**src/rtl/nibble_uart_tx.sv**
```systemverilog
// nibble_uart_tx: queues processor nibbles in a small FIFO and sends each as an ASCII hex character, 8N1.
module nibble_uart_tx #(
    parameter int CLKS_PER_BIT = 16,
    parameter int FIFO_DEPTH   = 4
) (
    input  logic       clk,
    input  logic       sync_reset,
    input  logic [3:0] o_reg,
    input  logic       o_reg_wr,
    output logic       tx,
    output logic       tx_busy,
    output logic       fifo_full,
    output logic       fifo_empty,
    output logic       overflow
);
    localparam int AW = $clog2(FIFO_DEPTH);
    localparam logic [7:0] BAUD_MAX = 8'(CLKS_PER_BIT - 1);

    typedef enum logic [1:0] {IDLE, START, DATA, STOP} state_t;

    state_t        state, state_n;
    logic [7:0]    baud, baud_n;
    logic [2:0]    bit_idx, bit_idx_n;
    logic [7:0]    shreg, shreg_n;
    logic          tx_n;
    logic [3:0]    mem [FIFO_DEPTH];
    logic [AW-1:0] rd_ptr, wr_ptr;
    logic [AW:0]   count;
    logic          pop, push, drop, bit_end;

    function automatic logic [7:0] to_hex(input logic [3:0] n);
        return n < 4'd10 ? {4'h3, n} : 8'h37 + {4'h0, n};
    endfunction

    assign fifo_empty = count == '0;
    assign fifo_full  = count == (AW+1)'(FIFO_DEPTH);
    assign pop        = state == IDLE && !fifo_empty;
    // a pop on the same edge frees a slot, so a full FIFO still accepts the write
    assign push       = o_reg_wr && (!fifo_full || pop);
    assign drop       = o_reg_wr && fifo_full && !pop;
    assign tx_busy    = state != IDLE;
    assign bit_end    = baud == BAUD_MAX;

    always_comb begin
        state_n   = state;
        baud_n    = bit_end ? '0 : baud + 8'd1;
        bit_idx_n = bit_idx;
        shreg_n   = shreg;
        tx_n      = tx;
        unique case (state)
            IDLE: begin
                baud_n = '0;
                if (pop) begin
                    state_n = START;
                    shreg_n = to_hex(mem[rd_ptr]);
                    tx_n    = 1'b0;
                end
            end
            START: if (bit_end) begin
                state_n   = DATA;
                bit_idx_n = '0;
                tx_n      = shreg[0];
            end
            DATA: if (bit_end) begin
                state_n   = bit_idx == 3'd7 ? STOP : DATA;
                bit_idx_n = bit_idx == 3'd7 ? bit_idx : bit_idx + 3'd1;
                tx_n      = bit_idx == 3'd7 ? 1'b1 : shreg[bit_idx + 3'd1];
            end
            STOP: if (bit_end) state_n = IDLE;
            default: state_n = IDLE;
        endcase
    end

    always_ff @(posedge clk) begin
        if (sync_reset) begin
            state    <= IDLE;
            baud     <= '0;
            bit_idx  <= '0;
            shreg    <= '0;
            tx       <= 1'b1;
            rd_ptr   <= '0;
            wr_ptr   <= '0;
            count    <= '0;
            overflow <= 1'b0;
        end else begin
            state    <= state_n;
            baud     <= baud_n;
            bit_idx  <= bit_idx_n;
            shreg    <= shreg_n;
            tx       <= tx_n;
            rd_ptr   <= rd_ptr + AW'(pop);
            wr_ptr   <= wr_ptr + AW'(push);
            count    <= count + (AW+1)'(push) - (AW+1)'(pop);
            overflow <= overflow | drop;
        end
    end

    always_ff @(posedge clk) begin
        if (push && !sync_reset) mem[wr_ptr] <= o_reg;
    end
endmodule

```
**config.mk**
```make
export PLATFORM = sky130hd
export DESIGN_NAME = nibble_uart_tx
export DESIGN_NICKNAME = d
export VERILOG_FILES = /design/src/rtl/nibble_uart_tx.sv
export SDC_FILE = /design/constraint.sdc
export NUM_CORES = 1
export LEC_CHECK = 0
export CAP_MARGIN = 20
export CORE_MARGIN = 5
export CORE_UTILIZATION = 47
export DETAILED_ROUTE_END_ITERATION = 8
export GPL_TIMING_DRIVEN = 0
export PLACE_DENSITY = 0.72
export SLEW_MARGIN = 20
export SYNTH_ARGS = -nofsm -noshare
export SYNTH_HDL_FRONTEND = slang
export SYNTH_SLANG_ARGS = --single-unit
```
**constraint.sdc**
```tcl
create_clock -name clk -period 3.5 [get_ports clk]
set_input_delay 0.7 -clock clk [delete_from_list [all_inputs] [get_ports clk]]
set_output_delay 0.7 -clock clk [all_outputs]
set_load 0.05 [all_outputs]
```
==> impl_results.md <==
- Cell area after synthesis: 0.00202 sq mm
- Status: complete, no violations
- CP endpoint kind: primary output
- Fill cell count: 343
- # DRC: 0
- Sequential share of power: 0.392
- Routed Antenna Nets: 0
- Final wirelength: 3610 microns
- Reg clk slew, reported paths: 90 ps
- Worst-Margin Slew: 986 ps
- ANT cells: 0
- Largest net degree at the start of global routing: 16
- Clk Tree Root Cell: clkbuf_8
- Kind of critical path: register to primary output
- Pint: 1.14 mW
- Global-route wire length before repair: 6320 microns
- Total GRT Usage: 0.146
- Die height: 75.5 microns
- Final Skew: 6.95 ps
- CTS tree: yes
- Clk sinks: 45
- Post-CTS Resized: 0
- Design Power: 1.80 mW
- Fmax: 0.369 GHz
- Inst Count DP: 238
- Iter 0 DRT Violations: 71
- Ys flop type: dfxtp_1
- Power Dens Cells: 781 mW/mm^2
- Startpoint Class: register
- Vias in the first global route: 1362
- Syn Inst Count: 177
- Initial DRT Pass Iterations: 4
- Hold Path Class: register to register
- Max clock buf depth: 2
- Area leader, netlist: dfxtp_1
- CTS Buf Count: 5
- Distinct cells, synth: 43
- Clk_lat worst skew: 300 ps
- Die width: 75.5 microns
- Initial antenna violation count: 0
- Share of cells above drive strength 1: 0.0969
- Post-synth EDFFs: 16
- Yosys warning total: 0
- Clock power frac: 0.216
- Synth top area cells: dfxtp_1 (29%), edfxtp_1 (24%), ha_1 (7.4%)
- Worst-path fanout max: 5
- Mapped Nets: 197
- Grt ovf: 0
- Net switching fraction of the power: 0.366
- PortBufs: 11
- Share of Yosys cell area claimed by the top area cell type: 0.288
- Switch Pwr: 658 uW
- Post-Layout Cell Count: 246
- Worst-case vdd ir drop: 0.000518 V
- CP required: 2800 ps
- Hpwl dp: 2780 microns
- MaxCap Viol Count: 0
- Nets: 215
- Cts hold-fix bufs: 0
- Syn_area_per_cell: 11.4 sq um
- Worst slew margin: 0.333
- Detailed-route wire length per cell: 14.7 microns
- Post-CTS setup buffer count: 0
- Setup TNS: 0 ps
- I/O pin count: 12
- Arrival time worst endpoint: 2010 ps
- Combinational Power Share: 0.392
- Core ar.: 0.00409 sq mm
- Sequential area share after synthesis: 0.526
- Setup violators final: 0
- Row count: 23
- Max Slew Vio Count: 0
- H-tree levels: 2
- Leakage: 0.848 nW
- Initial Utilization: 0.493
- Async SR Flop Fraction: 0
- Final Critical Period: 2710 ps
- Register bit total from synthesis: 45
- Die ar.: 0.00570 sq mm
- GP Congestion: 0.751
- Synthesis-to-finish area growth: 14.3%
- Final Cycle Share: 0.774
- Routed vias: 1406
- Unrepaired setup endpoints after global routing: no
- Endpoints failing hold: 0
- Reg2Reg Setup Slack: 890 ps
- Vias per inst: 5.72
## path summary, 6_finish.rpt
path	from	endpoint	depth (start not counted)
worst max-delay path	count[1]	fifo_empty	2
worst min-delay path	shreg[1]	shreg[1]	2
worst max register to register	state[0]	count[2]	12
worst min register to register	shreg[1]	shreg[1]	2
## state kept, by name, indices dropped and copies added, names as in the netlist
register and count:
count 3, bit_idx 3, state 2, rd_ptr 2, overflow 1, tx 1, shreg 7, mem 16
baud 8, wr_ptr 2
## cells in the mapped netlist (all sizes together) (2+ instances only)
library cell and count:
nor4b 3, o21ai 3, nor4 2, xor2 3, a21oi 10, nor3 2
a2bb2oi 2, nand2b 2, and4 2, inv 12, a21o 2, edfxtp 16
clkbuf 2, mux4 5, nand3 5, nor2 22, a211o 2, or3 2
a22oi 3, dfxtp 29, xnor2 7, ha 12, nor2b 3, nand2 8
## through the flow
| step | instance area [sq um] | hold slack [ps] | setup slack, ps | utilization |
|---|---|---|---|---|
| finish | 2300 | 462 | 790 | 0.564 |
| global route | 2300 | 483 | 595 | 0.564 |
| CTS | 2300 | 464 | 782 | 0.564 |
| detailed placement | 2190 | 451 | 767 | 0.536 |
| global placement | 2190 | 430 | 793 | 0.536 |
| floorplan | 2020 | 418 | 362 | - |
## layout make-up
type                            instances  area [sq um]  share of cell area
Buffer                                  3          11.3             0.00489
Clock buffer                            5          68.8              0.0299
Clock inverter                          3          46.3              0.0201
Inverter                               12          45.0              0.0196
Multi-Input combinational cell        117           898               0.390
Sequential cell                        45          1060               0.461
Tap cell                               50          62.6              0.0272
Timing Repair Buffer                   11           110              0.0478
## logic make-up after synthesis
logic type | synth area share
DFF | 0.526
and+or+nand+nor | 0.142
buffers and inverters | 0.0279
adders and majority gates | 0.0844
xor gates and xnor gates | 0.0435
AOI/OAI and AO/OA | 0.109
muxes | 0.0664
## power groups by stage
stage,combinational (mW),sequential (mW),clock (mW)
after floorplan,0.520,0.722,0
after global placement,0.670,0.710,0
after detailed placement,0.705,0.720,0
after CTS,0.708,0.707,0.398
after global routing,0.780,0.720,0.423
final,0.704,0.706,0.389
## critical path, stage by stage, from the launching register on
cell,delay (ps)
dfxtp_1,380
nor3_1,440
clkdlybuf4s50_1,900
## per-layer routing
metal  share of wire  global-route usage  wire (microns)
met4           0.012              0.0447              45
met3           0.064              0.0422             232
met2            0.48               0.240            1730
met1            0.44               0.189            1610
met5               0                   0               0
## cells in the final DEF (no fill, tap or decap), drive strengths merged, types with 2 or more instances in the layout
| cell type | synthesis | final |
|---|---|---|
| a21oi | 10 | 10 |
| nor4b | 3 | 3 |
| and4 | 2 | 2 |
| inv | 12 | 12 |
| nor4 | 2 | 2 |
| or3 | 2 | 2 |
| nand3 | 5 | 5 |
| a211o | 2 | 2 |
| nand2b | 2 | 2 |
| ha | 12 | 12 |
| a21o | 2 | 2 |
| mux4 | 5 | 5 |
| a2bb2oi | 2 | 2 |
| clkdlybuf4s50 | 0 | 11 |
| o21ai | 3 | 3 |
| xnor2 | 7 | 7 |
| dfxtp | 29 | 29 |
| nor2 | 22 | 22 |
| nand2 | 8 | 8 |
| a22oi | 3 | 3 |
| nor3 | 2 | 2 |
| xor2 | 3 | 3 |
| edfxtp | 16 | 16 |
| nor2b | 3 | 3 |
| clkbuf | 2 | 7 |
Power figures use the tool's default switching activity.
==> patch, RTL diff (same settings) <==
Take the reset off `shreg` and load it in a clocked block of its own.
--- a/src/rtl/nibble_uart_tx.sv
+++ b/src/rtl/nibble_uart_tx.sv
@@ -77,5 +77,4 @@
             baud     <= '0;
             bit_idx  <= '0;
-            shreg    <= '0;
             tx       <= 1'b1;
             rd_ptr   <= '0;
@@ -87,5 +86,4 @@
             baud     <= baud_n;
             bit_idx  <= bit_idx_n;
-            shreg    <= shreg_n;
             tx       <= tx_n;
             rd_ptr   <= rd_ptr + AW'(pop);
@@ -97,4 +95,8 @@
 
     always_ff @(posedge clk) begin
+        shreg <= shreg_n;
+    end
+
+    always_ff @(posedge clk) begin
         if (push && !sync_reset) mem[wr_ptr] <= o_reg;
     end
Check against the original RTL: no difference found for any inputs over 10 cycles, from zero or initial values and one cycle with sync_reset high; that may be too few to reach the edited logic, so the function may still have changed.
==> patch against the original RTL <==
Worst setup slack better by 0.0019 ns. Sequential share of layout area up 3.4 points. Final area down 0.71%. Critical path type unchanged. Register-to-register slack better by 0.02 ns. Total power down 1.3%. Highest routed layer unchanged. Synthesized area down 0.31%. Via count down 9.5%. Routed wire length down 7.8%. Sequential cell count unchanged. Critical endpoint unchanged.
==> patch: results (changes against the original RTL) <==
- Vias per std cell: 5.51 (was 5.72)
- P_leak: 0.865 nW (was 0.848 nW)
- GPL Wtd Cong: 0.786 (was 0.751)
- Fill cells: 339 (was 343)
- Top flop regs: mem x16, baud x8, shreg x7 (unchanged)
- Sequential element share of the synthesized area: 0.563 (was 0.526)
- First-pass GRT wire length: 5.86 mm (was 6.32 mm)
- Cell total after placement: 223 (was 238)
- Ys async rst share: 0 (unchanged)
- Max VDD drop: 0.392 mV (was 0.518 mV)
- Nets: 200 (was 215)
- Status: finished, final reports clean (unchanged)
- Share of cells above drive strength 1: 0.0884 (was 0.0969)
- Antenna diode count: 0 (unchanged)
- Vias after detailed routing: 1272 (was 1406)
- Drt first pass iters: 4 (unchanged)
- HP Class: reg2reg (unchanged)
- Cts bufs inserted: 5 (unchanged)
- Layout Skew: 0.00999 ns (was 0.00695 ns)
- Initial antenna violation count: 0 (unchanged)
- Area of placed instances: 2170 um2 (was 2190 um2)
- # Post-CTS Setup Buffers: 0 (unchanged)
- Wire per inst: 14.4 um (was 14.7 um)
- Post-place setup slack: 0.893 ns (was 0.767 ns)
- Distinct cells, synth: 40 (was 43)
- GR Util All Layers: 0.136 (was 0.146)
- Mapped Nets: 183 (was 197)
- Switch Pwr: 0.617 mW (was 0.658 mW)
- Vias in the first global route: 1354 (was 1362)
- Crit path DAT: 2.01 ns (about the same)
- CTS Root Cell: clkbuf_8 (unchanged)
- Initial DRC Count: 28 (was 71)
- Most frequent cells after synthesis: edfxtp_1 (23), dfxtp_1 (22), nor2_1 (18) (was dfxtp_1 (29), nor2_1 (22), edfxtp_1 (16))
- Cells after Synth: 163 (was 177)
- Pin count of the biggest net entering global routing: 16 (unchanged)
- Post-CTS Resized: 0 (unchanged)
- DP Wirelength: 2.57 mm (was 2.78 mm)
- Number of flops mapped to enable cells by yosys: 23 (was 16)
- IO Port Bufs: 10 (was 11)
- Area contributors post-synth: edfxtp_1 (34%), dfxtp_1 (22%), ha_1 (7.5%) (was dfxtp_1 (29%), edfxtp_1 (24%), ha_1 (7.4%))
- Worst slew pin tran: 1.04 ns (was 0.986 ns)
## patch: power by group through the flow
stage	clock network (mW)	logic [mW]	registers [mW]
final	0.387	0.637	0.752
after global routing	0.421	0.699	0.765
after CTS	0.400	0.639	0.754
after detailed placement	0	0.636	0.766
after global placement	0	0.596	0.758
after floorplan	0	0.458	0.767
## patch: final cells by class
class                           count  area, um2  share of cell area
Tap cell                           50       62.6              0.0274
Buffer                              2       7.51             0.00328
Sequential cell                    45       1130               0.495
Clock inverter                      3       46.3              0.0202
Timing Repair Buffer               10        100              0.0438
Clock buffer                        5       68.8              0.0301
Multi-Input combinational cell    103        822               0.359
Inverter                           13       48.8              0.0213
## patch: final timing paths
path / start / end / slack (ns) / cells after the start
worst max-delay path: count[1]$_SDFF_PP0_ / fifo_empty / 0.79 / 2
worst min register to register: baud[0]$_SDFF_PP0_ / baud[0]$_SDFF_PP0_ / 0.44 / 1
worst max register to register: state[0]$_SDFFE_PP0P_ / count[2]$_SDFF_PP0_ / 0.91 / 12
worst min-delay path: baud[0]$_SDFF_PP0_ / baud[0]$_SDFF_PP0_ / 0.44 / 1
## patch: cells by family (layout without fill, tap and decap cells)
group	count (synthesis)	count (layout)	share of synthesized area
adders and majority gates	13	13	0.0847
muxes	7	7	0.0666
AOI/OAI and AO/OA	20	20	0.0666
buffers and inverters	15	33	0.0280
DFF	45	45	0.563
and+or+nand+nor	52	52	0.143
xor gates and xnor gates	11	11	0.0479
## patch: routing by layer
metal	track usage	share of wire	up-vias
met5	0	0	-
met4	0.0602	0.022	0
met3	0.0422	0.040	11
met2	0.235	0.52	22
met1	0.155	0.42	613
li1	-	-	626
## patch: worst max-delay path: stages (launching register included)
cell and delay, ns:
dfxtp_1 0.38, nor3_1 0.43, clkdlybuf4s50_1 0.90
